`src/rtl/y_mc_control_pkg.sv`:
```
// Shared encodings for the multi-cycle RV32-subset control sequencer.
// Covers sequencer states, opcodes, ALU ops, PC/writeback selects and the decode bundle.
// Types and constants only. There is no logic in this file.
package y_mc_control_pkg;

    typedef enum logic [2:0] {
        S_FETCH,
        S_DECODE,
        S_EXEC,
        S_MEM,
        S_WB,
        S_HALT
    } state_t;

    localparam logic [6:0] OPC_R   = 7'b0110011;
    localparam logic [6:0] OPC_I   = 7'b0010011;
    localparam logic [6:0] OPC_LW  = 7'b0000011;
    localparam logic [6:0] OPC_SW  = 7'b0100011;
    localparam logic [6:0] OPC_BR  = 7'b1100011;
    localparam logic [6:0] OPC_JAL = 7'b1101111;

    localparam logic [2:0] ALU_AND = 3'b000;
    localparam logic [2:0] ALU_OR  = 3'b001;
    localparam logic [2:0] ALU_ADD = 3'b010;
    localparam logic [2:0] ALU_SUB = 3'b110;
    localparam logic [2:0] ALU_SLT = 3'b111;

    localparam logic [1:0] PC_PLUS4  = 2'b00;
    localparam logic [1:0] PC_BRANCH = 2'b01;
    localparam logic [1:0] PC_JAL    = 2'b10;

    localparam logic [1:0] WB_ALU = 2'b00;
    localparam logic [1:0] WB_MEM = 2'b01;
    localparam logic [1:0] WB_PC4 = 2'b10;

    typedef enum logic [2:0] {
        CL_R,
        CL_I,
        CL_LW,
        CL_SW,
        CL_BR,
        CL_JAL
    } iclass_t;

    typedef struct packed {
        logic [2:0] op;
        logic       alu_src;
        logic [1:0] wb_sel;
        iclass_t    cls;
        logic       bne;      // branch polarity: 0 beq, 1 bne
        logic       illegal;
    } dec_t;

endpackage

```
`src/rtl/y_mc_control_if.sv`:
```
// Control/datapath bundle between the sequencer and the RV32 datapath.
// The master modport is the sequencer. The slave modport is the datapath and memory side.
// Memory waits via mem_ready. Every other signal is a plain level.
interface y_mc_control_if #(
    parameter int CNT_W = 32
);
    logic [31:0]      ins;
    logic             zero;
    logic             mem_ready;
    logic             mem_req;
    logic             MemRead;
    logic             MemWrite;
    logic             ir_we;
    logic             pc_we;
    logic [1:0]       pc_sel;
    logic             RegWrite;
    logic [1:0]       wb_sel;
    logic             ALUSrc;
    logic [2:0]       op;
    logic             halted;
    logic [CNT_W-1:0] retired;

    modport master (
        input  ins, zero, mem_ready,
        output mem_req, MemRead, MemWrite, ir_we, pc_we, pc_sel,
               RegWrite, wb_sel, ALUSrc, op, halted, retired
    );

    modport slave (
        output ins, zero, mem_ready,
        input  mem_req, MemRead, MemWrite, ir_we, pc_we, pc_sel,
               RegWrite, wb_sel, ALUSrc, op, halted, retired
    );
endinterface

```
`src/rtl/y_mc_decode.sv`:
```
// Instruction decoder that maps ins to ALU op, ALUSrc, wb_sel, class and an illegal flag.
// Purely combinational with zero latency. The sequencer registers the result in DECODE.
// There is no handshake and no backpressure.
module y_mc_decode
    import y_mc_control_pkg::*;
(
    input  logic [31:0] ins,
    output dec_t        dec
);
    logic [2:0] f3;
    logic       unused_ins;

    assign f3         = ins[14:12];
    assign unused_ins = ^{ins[31], ins[29:15], ins[11:7]};

    // Opcode/funct3 lookup. Anything not listed is flagged illegal.
    always_comb begin
        dec         = '0;
        dec.op      = ALU_ADD;
        dec.cls     = CL_R;
        dec.wb_sel  = WB_ALU;
        case (ins[6:0])
            OPC_R, OPC_I: begin
                dec.cls     = (ins[6:0] == OPC_R) ? CL_R : CL_I;
                dec.alu_src = (ins[6:0] == OPC_I);
                case (f3)
                    3'b000:  dec.op = (ins[6:0] == OPC_R && ins[30]) ? ALU_SUB : ALU_ADD;
                    3'b111:  dec.op = ALU_AND;
                    3'b110:  dec.op = ALU_OR;
                    3'b010:  dec.op = ALU_SLT;
                    default: dec.illegal = 1'b1;
                endcase
            end
            OPC_LW: begin
                dec.cls     = CL_LW;
                dec.alu_src = 1'b1;
                dec.wb_sel  = WB_MEM;
                dec.illegal = (f3 != 3'b010);
            end
            OPC_SW: begin
                dec.cls     = CL_SW;
                dec.alu_src = 1'b1;
                dec.illegal = (f3 != 3'b010);
            end
            OPC_BR: begin
                dec.cls     = CL_BR;
                dec.op      = ALU_SUB;
                dec.bne     = f3[0];
                dec.illegal = (f3[2:1] != 2'b00);
            end
            OPC_JAL: begin
                dec.cls    = CL_JAL;
                dec.wb_sel = WB_PC4;
            end
            default: dec.illegal = 1'b1;
        endcase
    end
endmodule

```
`src/rtl/y_mc_control.sv`:
```
// Multi-cycle sequencer that steps through FETCH/DECODE/EXEC/MEM/WB and drives the datapath controls.
// Retire latency is 3 to 5 cycles plus one per memory wait cycle.
// FETCH and MEM hold until mem_ready. HALT is sticky until reset.
module y_mc_control
    import y_mc_control_pkg::*;
#(
    parameter int CNT_W = 32
) (
    input  logic             clk,
    input  logic             reset,
    y_mc_control_if.master   bus
);
    state_t           state, next_state;
    dec_t             dec;
    logic [2:0]       op_q;
    logic             alu_src_q;
    logic [1:0]       wb_sel_q;
    iclass_t          cls_q;
    logic             bne_q;
    logic [CNT_W-1:0] retired_q;
    logic             mem_req, mem_read, mem_write, ir_we, pc_we, reg_write, halted;
    logic [1:0]       pc_sel;

    y_mc_decode u_decode (
        .ins (bus.ins),
        .dec (dec)
    );

    // State register. Reset abandons any access in flight.
    always_ff @(posedge clk or posedge reset) begin
        if (reset) state <= S_FETCH;
        else       state <= next_state;
    end

    // Capture the decoded controls once. ins is stable until retire.
    always_ff @(posedge clk or posedge reset) begin
        if (reset) begin
            op_q      <= ALU_AND;
            alu_src_q <= 1'b0;
            wb_sel_q  <= WB_ALU;
            cls_q     <= CL_R;
            bne_q     <= 1'b0;
        end else if (state == S_DECODE) begin
            op_q      <= dec.op;
            alu_src_q <= dec.alu_src;
            wb_sel_q  <= dec.wb_sel;
            cls_q     <= dec.cls;
            bne_q     <= dec.bne;
        end
    end

    // Every pc_we cycle retires one instruction. The counter wraps naturally.
    always_ff @(posedge clk or posedge reset) begin
        if (reset)      retired_q <= '0;
        else if (pc_we) retired_q <= retired_q + CNT_W'(1);
    end

    // Next-state logic and state-driven enables.
    always_comb begin
        next_state = state;
        mem_req    = 1'b0;
        mem_read   = 1'b0;
        mem_write  = 1'b0;
        ir_we      = 1'b0;
        pc_we      = 1'b0;
        pc_sel     = PC_PLUS4;
        reg_write  = 1'b0;
        halted     = 1'b0;
        case (state)
            S_FETCH: begin
                mem_req  = 1'b1;
                mem_read = 1'b1;
                if (bus.mem_ready) begin
                    ir_we      = 1'b1;
                    next_state = S_DECODE;
                end
            end
            S_DECODE: next_state = dec.illegal ? S_HALT : S_EXEC;
            S_EXEC: begin
                case (cls_q)
                    CL_BR: begin
                        pc_we      = 1'b1;
                        pc_sel     = (bne_q ^ bus.zero) ? PC_BRANCH : PC_PLUS4;
                        next_state = S_FETCH;
                    end
                    CL_LW, CL_SW: next_state = S_MEM;
                    default:      next_state = S_WB;
                endcase
            end
            S_MEM: begin
                mem_req   = 1'b1;
                mem_write = (cls_q == CL_SW);
                mem_read  = (cls_q != CL_SW);
                if (bus.mem_ready) begin
                    pc_we      = (cls_q == CL_SW);
                    next_state = (cls_q == CL_SW) ? S_FETCH : S_WB;
                end
            end
            S_WB: begin
                reg_write  = 1'b1;
                pc_we      = 1'b1;
                pc_sel     = (cls_q == CL_JAL) ? PC_JAL : PC_PLUS4;
                next_state = S_FETCH;
            end
            S_HALT:  halted = 1'b1;
            default: next_state = S_FETCH;
        endcase
        // The state already reads FETCH during reset. This keeps the fetch request quiet too.
        if (reset) begin
            mem_req  = 1'b0;
            mem_read = 1'b0;
            ir_we    = 1'b0;
            pc_we    = 1'b0;
        end
    end

    assign bus.mem_req  = mem_req;
    assign bus.MemRead  = mem_read;
    assign bus.MemWrite = mem_write;
    assign bus.ir_we    = ir_we;
    assign bus.pc_we    = pc_we;
    assign bus.pc_sel   = pc_sel;
    assign bus.RegWrite = reg_write;
    assign bus.wb_sel   = wb_sel_q;
    // ALU controls come straight from the decoder in DECODE and are held afterwards.
    assign bus.op       = (state == S_DECODE) ? dec.op      : op_q;
    assign bus.ALUSrc   = (state == S_DECODE) ? dec.alu_src : alu_src_q;
    assign bus.halted   = halted;
    assign bus.retired  = retired_q;
endmodule

```
`src/flat_wrapper.sv`:
```
// flat-port wrapper written by rule: the top's interface ports become plain ports
module y_mc_control_flat import y_mc_control_pkg::*;
#(
    parameter int CNT_W = 32
)
  (clk, reset, bus_ins, bus_zero, bus_mem_ready, bus_mem_req, bus_MemRead, bus_MemWrite, bus_ir_we, bus_pc_we, bus_pc_sel, bus_RegWrite, bus_wb_sel, bus_ALUSrc, bus_op, bus_halted, bus_retired);
  y_mc_control_if #(.CNT_W(CNT_W)) bus_i ();
  input  logic clk;
  input  logic reset;
  input wire logic [$bits(bus_i.ins)-1:0] bus_ins;
  input wire logic [$bits(bus_i.zero)-1:0] bus_zero;
  input wire logic [$bits(bus_i.mem_ready)-1:0] bus_mem_ready;
  output wire logic [$bits(bus_i.mem_req)-1:0] bus_mem_req;
  output wire logic [$bits(bus_i.MemRead)-1:0] bus_MemRead;
  output wire logic [$bits(bus_i.MemWrite)-1:0] bus_MemWrite;
  output wire logic [$bits(bus_i.ir_we)-1:0] bus_ir_we;
  output wire logic [$bits(bus_i.pc_we)-1:0] bus_pc_we;
  output wire logic [$bits(bus_i.pc_sel)-1:0] bus_pc_sel;
  output wire logic [$bits(bus_i.RegWrite)-1:0] bus_RegWrite;
  output wire logic [$bits(bus_i.wb_sel)-1:0] bus_wb_sel;
  output wire logic [$bits(bus_i.ALUSrc)-1:0] bus_ALUSrc;
  output wire logic [$bits(bus_i.op)-1:0] bus_op;
  output wire logic [$bits(bus_i.halted)-1:0] bus_halted;
  output wire logic [$bits(bus_i.retired)-1:0] bus_retired;
  assign bus_i.ins = bus_ins;
  assign bus_i.zero = bus_zero;
  assign bus_i.mem_ready = bus_mem_ready;
  assign bus_mem_req = bus_i.mem_req;
  assign bus_MemRead = bus_i.MemRead;
  assign bus_MemWrite = bus_i.MemWrite;
  assign bus_ir_we = bus_i.ir_we;
  assign bus_pc_we = bus_i.pc_we;
  assign bus_pc_sel = bus_i.pc_sel;
  assign bus_RegWrite = bus_i.RegWrite;
  assign bus_wb_sel = bus_i.wb_sel;
  assign bus_ALUSrc = bus_i.ALUSrc;
  assign bus_op = bus_i.op;
  assign bus_halted = bus_i.halted;
  assign bus_retired = bus_i.retired;
  y_mc_control #(.CNT_W(CNT_W)) u_core (.clk(clk), .reset(reset), .bus(bus_i));
endmodule
```
`config.mk`:
```
export PLATFORM = sky130hd
export DESIGN_NAME = y_mc_control_flat
export DESIGN_NICKNAME = d
export VERILOG_FILES = /design/src/rtl/y_mc_control_pkg.sv /design/src/rtl/y_mc_control_if.sv /design/src/rtl/y_mc_decode.sv /design/src/rtl/y_mc_control.sv /design/src/flat_wrapper.sv
export SDC_FILE = /design/constraint.sdc
export NUM_CORES = 1
export LEC_CHECK = 0
export ABC_AREA = 1
export CORE_ASPECT_RATIO = 1.4
export CORE_MARGIN = 5
export CORE_UTILIZATION = 35
export DETAILED_ROUTE_END_ITERATION = 12
export PLACE_DENSITY = 0.65
export SLEW_MARGIN = 20
export SYNTH_ARGS = -nofsm -noshare
export SYNTH_HDL_FRONTEND = slang
export SYNTH_SLANG_ARGS = --single-unit
```
`constraint.sdc`:
```
create_clock -name clk -period 2.8 [get_ports clk]
set_clock_uncertainty 0.1 [all_clocks]
set_input_delay 0.56 -clock clk [delete_from_list [all_inputs] [get_ports clk]]
set_output_delay 0.56 -clock clk [all_outputs]
set_load 0.01 [all_outputs]
```
After elaboration in Yosys (flattened, before gate mapping)
Cells that the tools add are included.

storage, ports and cells
  flip-flop bits (word level) = 45
  word-level logic and storage cells = 78

cells by class
  bitwise operators = 2
  multiplexer cells = 36
  add/sub/neg operators = 1
  reduce and logical (&&, ||, !) cells = 10
  eq/ne operators = 22

operators by type and width
  operator                                                               number
  32-bit by 1-bit adder with 32-bit output, second input constant        1
  3-bit one-hot mux with 5 select lines                                  2
  3-bit equality test, second input constant                             6
  3-bit 2-to-1 mux                                                       6
  1-bit 2-to-1 mux                                                       17
  3-bit by 2-bit equality test with 1-bit output, second input constant  5
  7-bit by 6-bit equality test with 1-bit output, second input constant  2
  7-bit equality test, second input constant                             2
  3-bit one-hot mux with 2 select lines                                  2
  3-bit one-hot mux with 4 select lines                                  1
  2-bit one-hot mux with 2 select lines                                  2
  2-bit OR reduction                                                     4
  7-bit by 2-bit equality test with 1-bit output, second input constant  1
  7-bit by 5-bit equality test with 1-bit output, second input constant  1
  3-bit logical NOT                                                      2
  3-bit by 2-bit != test with 1-bit output, second input constant        2
  2-bit 2-to-1 mux                                                       2
  2-bit != test, second input constant                                   2
  1-bit one-hot mux with 2 select lines                                  2
  1-bit one-hot mux with 4 select lines                                  1
  4-bit OR reduction                                                     1
  3-bit by 1-bit equality test with 1-bit output, second input constant  1
  1-bit one-hot mux with 3 select lines                                  1
  3-bit AND reduction                                                    1
  4 further kinds                                                        4

Depth between registers and ports, before layout
Gate-level depths: netlist (run 1).

  depth in word-level cells = 6
  mapped depth = 11
  depth with buffers taken out = 11

Hierarchy
Synthesis (run 1) repeated with hierarchy kept, for this count alone.

second synthesis, totals
  cells, all modules = 462
  area, all modules = 2955.3 um^2

by module, submodules not included
  module        seq. area each (um^2)  area each (um^2)  times used  cells an instance
  y_mc_control  1126.1                 2731.4            1           416
  y_mc_decode   0.0                    224.0             1           46

Worst setup path before layout (run 1)
OpenSTA, ideal clock, no wires.

  kind = in2out
  start point = input port reset
  end point = output port bus_pc_we
  data arrival time = 2.015 ns
  cell stages on the path = 4
  slack = 0.125 ns
  path through = inv_1 nand2_2 clkinv_1 buf_4

on the way
  longest elaborated chain between the ends = 1

RTL lines
  element           line                 text
  from (decl)       flat_wrapper.sv:9    input logic reset;
  1-bit 2-to-1 mux  y_mc_control.sv:109  if (reset) begin
  to (decl)         flat_wrapper.sv:17   output wire logic [$bits(bus_i.pc_we)-1:0] bus_pc_we;

Every way passes these cells.

Worst setup path after layout (run 1)
  start point = input port bus_ins[2]
  end point = output port bus_op[0]

on the way
  longest elaborated chain between the ends = 4
  elaborated cells on any way between the ends = 6
  those cells by class = eq/ne (3); mux (2); reduce/logical (1)

RTL lines
  element                                                                                                                  line                 text
  from (decl)                                                                                                              flat_wrapper.sv:10   input wire logic [$bits(bus_i.ins)-1:0] bus_ins;
  7-bit by 6-bit equality test with 1-bit output / 7-bit by 5-bit equality test with 1-bit output (equally long branches)  y_mc_decode.sv:22    case (ins[6:0])
  2-bit OR reduction                                                                                                       y_mc_decode.sv:22
  3-bit one-hot mux with 2 select lines *                                                                                  y_mc_decode.sv:22
  3-bit 2-to-1 mux *                                                                                                       y_mc_control.sv:126  assign bus.op = (state == S_DECODE) ? dec.op : op_q;
  to (decl)                                                                                                                flat_wrapper.sv:22   output wire logic [$bits(bus_i.op)-1:0] bus_op;

Every way passes the cells marked *; elsewhere a longest branch is shown, timed or not.

==> results of run 1 <==
-- worst max-delay path, stage by stage --
cell and delay, ns:
sky130_fd_sc_hd__clkdlybuf4s50_1 0.43, sky130_fd_sc_hd__nor2_1 0.11, sky130_fd_sc_hd__nand4_1 0.12, sky130_fd_sc_hd__inv_1 0.10, sky130_fd_sc_hd__nand2_1 0.11, sky130_fd_sc_hd__o41ai_2 0.27
sky130_fd_sc_hd__dlygate4sd2_1 0.32
-- power by group through the flow --
stage	clock network, mW	registers [mW]	logic, mW
after floorplan	0	1.00	0.543
after global placement	0	0.985	1.05
after detailed placement	0	0.991	1.07
after CTS	0.601	0.980	1.07
after global routing	0.627	1.01	1.17
final	0.583	0.979	1.05
-- layout make-up --
| cell class | count | area [um2] | area share, % |
|---|---|---|---|
| Inverter | 51 | 191 | 4.96 |
| Clock buffer | 7 | 143 | 3.70 |
| Timing Repair Buffer | 79 | 741 | 19.2 |
| Multi-Input combinational cell | 312 | 1530 | 39.6 |
| Sequential cell | 45 | 1130 | 29.2 |
| Tap cell | 102 | 128 | 3.31 |
-- state kept, by name, summed over array words and instances, names as in the netlist --
name / count
u_core.bus.wb_sel: 2
u_core.op_q: 3
u_core.cls_q: 3
u_core.bne_q: 1
u_core.alu_src_q: 1
u_core.state: 3
u_core.bus.retired: 32
-- what timing repair did --
| item | in CTS | in global routing |
|---|---|---|
| resized for setup | 7 | 7 |
| setup buffers | 0 | 1 |
| hold buffers | 0 | 0 |
| pin swaps | 0 | 1 |
| setup endpoints to repair | 3 | 4 |
-- per-layer routing --
| layer | part of all wire, % | up-vias | GRT usage [%] |
|---|---|---|---|
| met5 | 0 | - | 0 |
| met4 | 4.7 | 0 | 9.36 |
| met3 | 5.7 | 21 | 3.92 |
| met2 | 52 | 82 | 33.4 |
| met1 | 37 | 1321 | 17.2 |
| li1 | - | 1465 | - |
-- stage by stage --
step / setup TNS (ns) / hold WS (ns) / total power [mW] / std cells
finish: 0 / 0.368 / 2.61 / 596
detailed placement: -0.795 / 0.363 / 2.06 / 588
global placement: -0.762 / 0.363 / 2.04 / 588
global route: -0.137 / 0.420 / 2.81 / 596
CTS: 0 / 0.378 / 2.65 / 595
floorplan: 0 / 0.373 / 1.55 / 414
-- cells in the mapped netlist, types with 2 or more instances --
cell type	count	area share, %
sky130_fd_sc_hd__nand3b_1	4	1.0
sky130_fd_sc_hd__inv_2	2	0.26
sky130_fd_sc_hd__xor2_1	16	4.9
sky130_fd_sc_hd__buf_4	2	0.52
sky130_fd_sc_hd__dfrtp_1	45	39
sky130_fd_sc_hd__xnor2_1	6	1.8
sky130_fd_sc_hd__a21oi_1	5	0.87
sky130_fd_sc_hd__nor2_1	52	6.8
sky130_fd_sc_hd__nor2_2	2	0.44
sky130_fd_sc_hd__nand3_1	19	3.3
sky130_fd_sc_hd__nor3_1	19	3.3
sky130_fd_sc_hd__nand4_1	10	2.2
sky130_fd_sc_hd__nor3_2	3	1.0
sky130_fd_sc_hd__o21ai_0	16	2.8
sky130_fd_sc_hd__nand2_1	144	19
sky130_fd_sc_hd__inv_1	48	6.3
sky130_fd_sc_hd__nor3b_1	2	0.52
sky130_fd_sc_hd__nand2_2	2	0.44
sky130_fd_sc_hd__buf_6	2	0.78
-- kinds of logic (layout without fill, tap and decap cells) --
family	Yosys count	after routing	synth area share, %
AND/OR/NAND/NOR	261	261	39.4
buffers and inverters	57	137	8.29
flip-flops	45	45	39.2
AO/OA/AOI/OAI	27	27	5.32
XOR/XNOR	23	23	7.28
adder cells (fa/ha/maj)	1	1	0.436
-- how the worst max path moves through the flow --
stage	cells past startpoint	end	slack (ns)	start
CTS	9	bus_op[2]	0.005	bus_ins[2]
global placement	7	bus_op[0]	-0.32	bus_ins[2]
finish	7	bus_op[0]	0.12	bus_ins[2]
floorplan	4	bus_pc_we	0.12	reset
global route	7	bus_op[0]	-0.08	bus_ins[2]
detailed placement	7	bus_op[0]	-0.32	bus_ins[2]
==> flow_metrics.py, run 1 <==
metrics = {
    "global_routing": {
        "grt_max_degree": 43,
        "overflow": 0,
        "number_of_antenna_violations_at_the_first_check_in_global_routing": 0,
        "total_grt_usage_pct": 17.5,
        "number_of_global_route_vias_before_repair": 2995,
        "grt_first_pass_wirelength_um": 13800,
    },
    "timing": {
        "worst_slew_pin_slew_ns": 0.553,
        "slew_headroom_pct": 63.2,
        "final.min_clock_period_ns": 2.68,
        "fin_crit_sh_pct": 95.9,
        "grt_setup_unrepaired": "true",
        "final_hold_viol_count": 0,
        "setup-violations-final": 0,
        "max_freq_mhz": 372,
        "report.final.slew_viol_count": 0,
        "postLayoutSetupSlackWorst_ns": 0.115,
    },
    "clocking": {
        "cts.clk_slew.worst_paths_ns": 0.06,
        "cts_num_sinks": 45,
        "tritoncts.num_buffers": 5,
        "tritoncts": "built",
        "source_to_sink_clock_delay_at_the_later_pin_of_the_worst_skew_pair_ns": 0.29,
        "clockRootBuffer": "sky130_fd_sc_hd__clkbuf_16",
        "clock_path_buffers": 2,
        "h-tree-depth": 2,
    },
    "worst_hold_path": {
        "capture_endpoint_of_the_worst_hold_path": "u_core.alu_src_q",
        "hold_path_depth": 2,
        "worst_hold_path_type": "reg2reg",
        "hp-start": "u_core.alu_src_q",
    },
    "pwr": {
        "p_leak_nw": 1.83,
        "worst_ir_drop_vdd_v": 0.000318,
        "switching_share_pct": 37.6,
        "seqPwrFrac_pct": 37.5,
        "clk_network_pwr_share_pct": 22.4,
        "power.switching_mw": 0.979,
        "power.share.combinational_pct": 40.1,
        "power_report.internal_total_mw": 1.63,
        "power.density_nw_per_um2": 676,
    },
    "outcome": {
        "result_of_the_run": "finished, final reports clean",
    },
    "yosys": {
        "avgSynthCellArea_um2": 6.93,
        "number_of_register_bits_inferred_by_synthesis": 45,
        "synth-seq-area-share_pct": 39.2,
        "postSynth.asyncResetShare_pct": 100,
        "net_count_after_synthesis": 451,
        "synth.lib_cells_used.distinct": 34,
        "post_synth_instance_area_um2": 2870,
        "ys.flop_type": "sky130_fd_sc_hd__dfrtp_1",
        "netlist_instances": 414,
        "yosysWarningCount": 0,
        "synth_enable_flop_cells": 0,
    },
    "placement": {
        "detailedPlace.worstSlack_ns": -0.324,
        "postPlaceCellArea_um2": 3690,
        "finalWeightedCongestion": 0.922,
        "dp.final_hpwl_um": 6420,
        "placement.io_buffers": 61,
    },
    "cells_and_area": {
        "post_route_cells_drive_above_1_share_pct": 8.70,
        "nets": 531,
        "area_delta_synth_final_pct": 34.4,
        "most-common-layout-cells": "sky130_fd_sc_hd__nand2_1, sky130_fd_sc_hd__clkdlybuf4s50_1, sky130_fd_sc_hd__nor2_1",
        "post-route-util_pct": 47.6,
        "num_antenna_cells": 0,
        "postLayoutCellArea_um2": 3860,
        "num-fill-cells": 865,
        "mostFrequentLayoutCell": "sky130_fd_sc_hd__nand2_1",
    },
    "die": {
        "floorplan.die.height_um": 117,
        "pin_count": 83,
        "core_region_area_um2": 8100,
        "start_util_pct": 35.4,
        "std_cell_rows": 39,
        "die_area_um2": 10100,
        "die-width_um": 86.5,
    },
    "detailed_routing": {
        "route.detailed.drc": 0,
        "vias_per_cell": 4.85,
        "dr.first_iter.drc_count": 122,
        "finalWirelength_um": 8060,
        "drt_pre_antenna_iters": 4,
        "route.vias.total": 2889,
        "route.antenna.remaining_nets": 0,
        "avgRoutedWirePerCell_um": 13.5,
    },
    "critical_path": {
        "cp-start-kind": "primary input",
        "critical_path_arrival_ns": 2.02,
        "r2r_cells": 9,
        "timing.reg2reg.setup_slack_ns": 0.97,
        "worstReg2RegEnd": "u_core.bus.retired[19]",
        "critical_path_peak_fanout": 3,
        "rr_startpoint": "u_core.state[2]",
        "required_ns": 2.14,
        "crit_type": "in2out",
        "setup.worst_path.end_class": "primary output",
    },
    "run": {
        "cap_violations": 0,
    },
}
(Power assumes the default switching activity.)
==> inputs of run 2 (changes only) <==
==> constraint.sdc (replaced) <==
create_clock -name clk -period 2.8 [get_ports clk]
set_clock_uncertainty 0.1 [all_clocks]
set_input_delay 0.56 -clock clk [delete_from_list [all_inputs] [get_ports clk]]
set_output_delay 0.56 -clock clk [all_outputs]
set_load 0.02 [all_outputs]
==> run 2 against run 1 <==
  * First-iteration DRC count rose by 14%
  * Hold slack better by 0.016 ns
  * Power is 5.9% higher
  * Final cell count grew 0.67%
  * Sequential share of layout area fell by 0.18 points
  * Non-clock buffer count up 4
  * Sequential power about the same
  * Combinational power grew 13%
  * Utilization is 0.29 points higher
  * Flip-flop and latch count unchanged
==> flow_metrics.py, run 2 (synthesis gave the netlist of run 1 again) <==
metrics = {
    "critical_path": {
        "crit_buf_inv": 3,
        "worstPathCellList": "clkdlybuf4s50_1 -> nor2_1 -> nand4_1 -> inv_1 -> nand2_2 -> nor3_2 -> o21ai_0 -> clkdlybuf4s15_1",
        "r2r_cells": 9,
        "cp_slowest_cell": "sky130_fd_sc_hd__clkdlybuf4s50_1",
        "critical_path_arrival_ns": 2.02,
        "required_ns": 2.14,
        "crit_type": "in2out",
        "worstReg2RegEnd": "u_core.bus.retired[19]",
        "cell_type_group_with_the_largest_total_delay_on_the_critical_path": "buffers and inverters",
        "timing.reg2reg.setup_slack_ns": 0.99,
        "rr_startpoint": "u_core.state[2]",
        "setup.worst_path.end_class": "primary output",
        "cp-start-kind": "primary input",
        "critical_path_peak_fanout": 3,
        "crit_path_max_incr_delay_ns": 0.48,
    },
    "pwr": {
        "worst_ir_drop_vdd_v": 0.000336,
        "power.density_nw_per_um2": 712,
        "clk_network_pwr_share_pct": 21.6,
        "power_report.internal_total_mw": 1.65,
        "seqPwrFrac_pct": 35.5,
        "p_leak_nw": 1.83,
        "power.switching_mw": 1.11,
        "switching_share_pct": 40.3,
        "power.share.combinational_pct": 42.9,
    },
    "global_routing": {
        "number_of_global_route_vias_before_repair": 2887,
        "total_grt_usage_pct": 17.0,
        "overflow": 0,
        "globalRouteMet3Util_pct": 3.43,
        "grt_util_met2_pct": 31.6,
        "number_of_antenna_violations_at_the_first_check_in_global_routing": 0,
        "grt_first_pass_wirelength_um": 13500,
        "grt_max_degree": 29,
        "grt-busiest-layer": "met2",
        "grtUsageMet1_pct": 18.0,
    },
    "timing": {
        "max_freq_mhz": 373,
        "final.min_clock_period_ns": 2.68,
        "final_hold_viol_count": 0,
        "slew_headroom_pct": 76.0,
        "fin_crit_sh_pct": 95.7,
        "report.final.slew_viol_count": 0,
        "setup-violations-final": 0,
        "worst_slew_pin_slew_ns": 0.357,
    },
    "die": {
        "pin_count": 83,
        "die_area_um2": 10100,
        "core_region_area_um2": 8100,
        "std_cell_rows": 39,
        "start_util_pct": 35.4,
        "die-width_um": 86.5,
        "floorplan.die.height_um": 117,
    },
    "clocking": {
        "tritoncts": "built",
        "clockRootBuffer": "sky130_fd_sc_hd__clkbuf_16",
        "source_to_sink_clock_delay_at_the_later_pin_of_the_worst_skew_pair_ns": 0.29,
        "cts.clk_slew.worst_paths_ns": 0.06,
        "tritoncts.num_buffers": 5,
        "h-tree-depth": 2,
        "cts_num_sinks": 45,
        "clock_path_buffers": 2,
    },
    "detailed_routing": {
        "avgRoutedWirePerCell_um": 13.4,
        "vias_per_cell": 4.77,
        "dr.first_iter.drc_count": 139,
        "finalWirelength_um": 8060,
        "route.antenna.remaining_nets": 0,
        "drt_pre_antenna_iters": 4,
        "route.vias.total": 2864,
        "route.detailed.drc": 0,
    },
    "cells_and_area": {
        "most-common-layout-cells": "sky130_fd_sc_hd__nand2_1, sky130_fd_sc_hd__clkdlybuf4s50_1, sky130_fd_sc_hd__nor2_1",
        "largest_register_ff_count": 32,
        "multi_input_area_um2": 1530,
        "layoutNonFillerInstCount": 600,
        "num-fill-cells": 869,
        "num_antenna_cells": 0,
        "regArea_um2": 1130,
        "post_route_cells_drive_above_1_share_pct": 9.64,
        "nets": 535,
        "postLayoutCellArea_um2": 3880,
        "area_delta_synth_final_pct": 35.2,
        "mostFrequentLayoutCell": "sky130_fd_sc_hd__nand2_1",
    },
    "worst_hold_path": {
        "hold_path_depth": 2,
        "capture_endpoint_of_the_worst_hold_path": "u_core.bus.wb_sel[1]",
        "hp-start": "u_core.bus.wb_sel[1]",
        "worst_hold_path_type": "reg2reg",
    },
    "placement": {
        "finalWeightedCongestion": 0.924,
        "postPlaceCellArea_um2": 3720,
        "placed_cells": 592,
        "dp.final_hpwl_um": 6510,
        "placement.io_buffers": 61,
    },
    "run": {
        "cap_violations": 0,
    },
    "outcome": {
        "result_of_the_run": "finished, final reports clean",
    },
}
-- run 2: cell types whose count changed in the layout (fill, tap and decap cells not counted), sizes merged --
cell           delta
buf               +4
dlymetal6s2s      -1
clkdlybuf4s15     +1
clkbuf            +1
dlygate4sd2       -1
-- run 2: cell type report --
| cell class | instances | share of cell area, % |
|---|---|---|
| multi-input combinational | 312 | 39.3 |
| sequential | 45 | 29.0 |
| timing repair buffer | 83 | 19.8 |
| inverter | 51 | 4.93 |
| clock buffer | 7 | 3.68 |
| tap | 102 | 3.29 |
-- run 2: what timing repair did --
action / in CTS / in global routing
buffers inserted: 0 / 1
setup endpoints to repair: 4 / 3
gates resized for setup: 11 / 8
pin swaps: 0 / 2
hold buffers: 0 / 0
-- run 2: worst reg2reg max path: cells and delay by family, from the launching register on --
| kind | cells | cell delay (ns) |
|---|---|---|
| simple gates | 7 | 0.80 |
| buf+inv | 2 | 0.34 |
| flops | 1 | 0.44 |
-- run 2: power by group through the flow --
stage                     sequential (mW)  clock (mW)  combinational (mW)
after floorplan                      1.08           0               0.582
after global placement              0.985           0                1.19
after detailed placement            0.992           0                1.21
after CTS                           0.981       0.611                1.20
after global routing                 1.01       0.638                1.31
final                               0.980       0.597                1.19
-- run 2: worst max-delay path by stage --
stage / from / to / slack [ns] / cells after the start
finish: bus_ins[2] / bus_op[1] / 0.12 / 8
global route: bus_ins[3] / bus_op[2] / -0.02 / 9
CTS: bus_ins[3] / bus_op[0] / 0.03 / 7
detailed placement: bus_ins[3] / bus_op[2] / -0.43 / 9
global placement: bus_ins[3] / bus_op[0] / -0.41 / 7
floorplan: reset / bus_pc_we / 0.11 / 4
-- run 2: metrics by stage --
| stage | hold slack [ns] | power, mW | util (%) | setup WS (ns) | TNS (ns) |
|---|---|---|---|---|---|
| after floorplan | 0.373 | 1.67 | - | 0.106 | 0 |
| after global placement | 0.366 | 2.17 | 45.9 | -0.414 | -1.03 |
| after detailed placement | 0.377 | 2.20 | 45.9 | -0.433 | -1.08 |
| after CTS | 0.394 | 2.79 | 47.7 | 0.0276 | 0 |
| after global routing | 0.429 | 2.95 | 47.9 | -0.0194 | -0.0242 |
| final | 0.384 | 2.76 | 47.9 | 0.119 | 0 |
-- run 2: routing by layer --
layer	routed length, um	vias up	share of wire (%)
met5	0	-	0
met4	331	0	4.1
met3	437	22	5.4
met2	4240	72	53
met1	3060	1306	38
li1	-	1464	-
==> inputs of run 3 (changes only) <==
--- a/config.mk
+++ b/config.mk
@@ -10,7 +10,7 @@
 export CORE_MARGIN = 5
 export CORE_UTILIZATION = 35
 export DETAILED_ROUTE_END_ITERATION = 12
-export PLACE_DENSITY = 0.65
+export PLACE_DENSITY = 0.67
 export SLEW_MARGIN = 20
 export SYNTH_ARGS = -nofsm -noshare
 export SYNTH_HDL_FRONTEND = slang
==> constraint.sdc (replaced) <==
create_clock -name clk -period 2.2 [get_ports clk]
set_clock_uncertainty 0.1 [all_clocks]
set_input_delay 0.44 -clock clk [delete_from_list [all_inputs] [get_ports clk]]
set_output_delay 0.44 -clock clk [all_outputs]
set_load 0.02 [all_outputs]
==> run 3 against run 2 <==
  * Largest cell class unchanged
  * Utilization up 2.5 points
  * Register-to-register slack worse by 0.61 ns
  * Die area unchanged
  * Setup slack worse by 0.070 ns
  * Sequential share of layout area down 1.5 points
  * Critical endpoint is now bus_pc_we
==> flow_metrics.py, run 3 (synthesis gave the netlist of run 1 again) <==
metrics = {
    "clocking": {
        "tritoncts.num_buffers": 5,
        "cts.clk_slew.worst_paths_ns": 0.06,
        "tritoncts": "built",
        "source_to_sink_clock_delay_at_the_later_pin_of_the_worst_skew_pair_ns": 0.29,
        "clockRootBuffer": "sky130_fd_sc_hd__clkbuf_16",
        "post_cts_hold_buffer_count": 0,
        "clock_path_buffers": 2,
        "h-tree-depth": 2,
        "cts_num_sinks": 45,
    },
    "global_routing": {
        "number_of_antenna_violations_at_the_first_check_in_global_routing": 0,
        "total_grt_usage_pct": 17.9,
        "overflow": 0,
        "grt_max_degree": 43,
        "number_of_global_route_vias_before_repair": 2969,
        "grt_first_pass_wirelength_um": 13900,
    },
    "run": {
        "cap_violations": 0,
    },
    "timing": {
        "setup-violations-final": 0,
        "final.min_clock_period_ns": 2.15,
        "worst_slew_pin_slew_ns": 0.562,
        "max_freq_mhz": 465,
        "slew_headroom_pct": 62.6,
        "grt_setup_unrepaired": "true",
        "final_hold_viol_count": 0,
        "fin_crit_sh_pct": 97.7,
        "report.final.slew_viol_count": 0,
    },
    "pwr": {
        "p_leak_nw": 1.99,
        "fin_total_pwr_mw": 3.77,
        "worst_ir_drop_vdd_v": 0.000462,
        "power.density_nw_per_um2": 924,
    },
    "die": {
        "pin_count": 83,
        "core_region_area_um2": 8100,
        "start_util_pct": 35.4,
        "floorplan.die.height_um": 117,
        "die-width_um": 86.5,
        "die_area_um2": 10100,
        "std_cell_rows": 39,
    },
    "critical_path": {
        "crit_type": "reg2out",
        "setup.worst_path.end_class": "primary output",
        "critical_path_peak_fanout": 3,
        "cell_type_group_with_the_largest_total_delay_on_the_critical_path": "buffers and inverters",
        "setup.worst_path.start": "u_core.state[0]",
        "cp-start-kind": "flop",
        "cp_slowest_cell": "sky130_fd_sc_hd__dfrtp_1",
        "rr_startpoint": "u_core.bus.retired[6]",
        "worstPathCellList": "buf_4 -> inv_2 -> nand3_1 -> nand3_2 -> nand2_2 -> clkinv_2 -> clkdlybuf4s15_2",
        "crit_path_max_incr_delay_ns": 0.39,
        "required_ns": 1.66,
        "critical_path_arrival_ns": 1.61,
        "crit_buf_inv": 4,
    },
    "worst_hold_path": {
        "worst_hold_path_type": "reg2reg",
        "hp-start": "u_core.alu_src_q",
    },
    "placement": {
        "placement.io_buffers": 61,
        "dp.final_hpwl_um": 6540,
        "finalWeightedCongestion": 0.943,
        "postPlaceCellArea_um2": 3870,
        "placed_cells": 610,
    },
    "detailed_routing": {
        "route.antenna.remaining_nets": 0,
        "route.vias.total": 2988,
        "avgRoutedWirePerCell_um": 13.6,
        "route.detailed.drc": 0,
        "drt_pre_antenna_iters": 5,
        "finalWirelength_um": 8450,
        "dr.first_iter.drc_count": 126,
        "vias_per_cell": 4.80,
    },
    "cells_and_area": {
        "most-common-layout-cells": "sky130_fd_sc_hd__nand2_1, sky130_fd_sc_hd__nor2_1, sky130_fd_sc_hd__inv_1, sky130_fd_sc_hd__buf_4, sky130_fd_sc_hd__dfrtp_1",
        "layoutNonFillerInstCount": 623,
        "nets": 557,
        "post-route-util_pct": 50.4,
        "post_route_cells_drive_above_1_share_pct": 17.9,
        "area_delta_synth_final_pct": 42.4,
        "largest_register_ff_count": 32,
        "mostFrequentLayoutCell": "sky130_fd_sc_hd__nand2_1",
        "num_antenna_cells": 0,
        "num-fill-cells": 832,
        "postLayoutCellArea_um2": 4090,
    },
    "outcome": {
        "result_of_the_run": "finished, final reports clean",
    },
}
## run 3: repair_timing
item | 4_1_cts | 5_1_grt
setup buffers | 3 | 2
resized for setup | 59 | 25
pin swaps | 3 | 6
gates cloned | 0 | 0
setup endpoints to repair | 13 | 12
## run 3: layout make-up
class	count	area, um2	area share (%)
multi-input cells	312	1570	38.4
flip-flops and latches	45	1130	27.6
repair buffers	105	893	21.9
inverters	51	196	4.81
clock buffers	7	143	3.49
well taps	102	128	3.12
clock inverters	1	30.0	0.735
## run 3: final timing paths
kind                       slack, ns                     end  cells past startpoint
min reg2reg                     0.38        u_core.alu_src_q                      2
min in group asynchronous       0.45         u_core.state[2]                      3
max in group asynchronous       0.94  u_core.bus.retired[17]                      3
max                             0.05               bus_pc_we                      7
min                             0.38        u_core.alu_src_q                      2
max reg2reg                     0.38  u_core.bus.retired[12]                      7
## run 3: metal layers
layer  up-vias  global-route usage [%]  part of all wire, %
met5         -                       0                    0
met2        78                    33.9                   55
met3        18                    3.15                  4.5
met4         0                    8.73                  3.5
met1      1386                    18.8                   37
li1       1506                       -                    -
## run 3: stage by stage
| stage | worst slack [ns] | setup TNS [ns] | hold slack (ns) |
|---|---|---|---|
| 4_1_cts | -0.0316 | -0.0475 | 0.391 |
| 3_5_place_dp | -0.794 | -3.35 | 0.368 |
| 3_3_place_gp | -0.752 | -3.25 | 0.353 |
| 6_report | 0.0499 | 0 | 0.380 |
| 5_1_grt | -0.0442 | -0.0610 | 0.418 |
| 2_1_floorplan | -0.00457 | -0.00457 | 0.363 |
## run 3: tightest hold or removal path, stage by stage (launching register included)
cell,delay (ns)
sky130_fd_sc_hd__dfrtp_1,0.32
sky130_fd_sc_hd__nand2_1,0.05
sky130_fd_sc_hd__nand2_1,0.08
## run 3: power by group
part	switching (mW)	internal, mW
sequential	0.204	1.02
clock	0.314	0.568
combinational	0.952	0.713
total	1.47	2.30
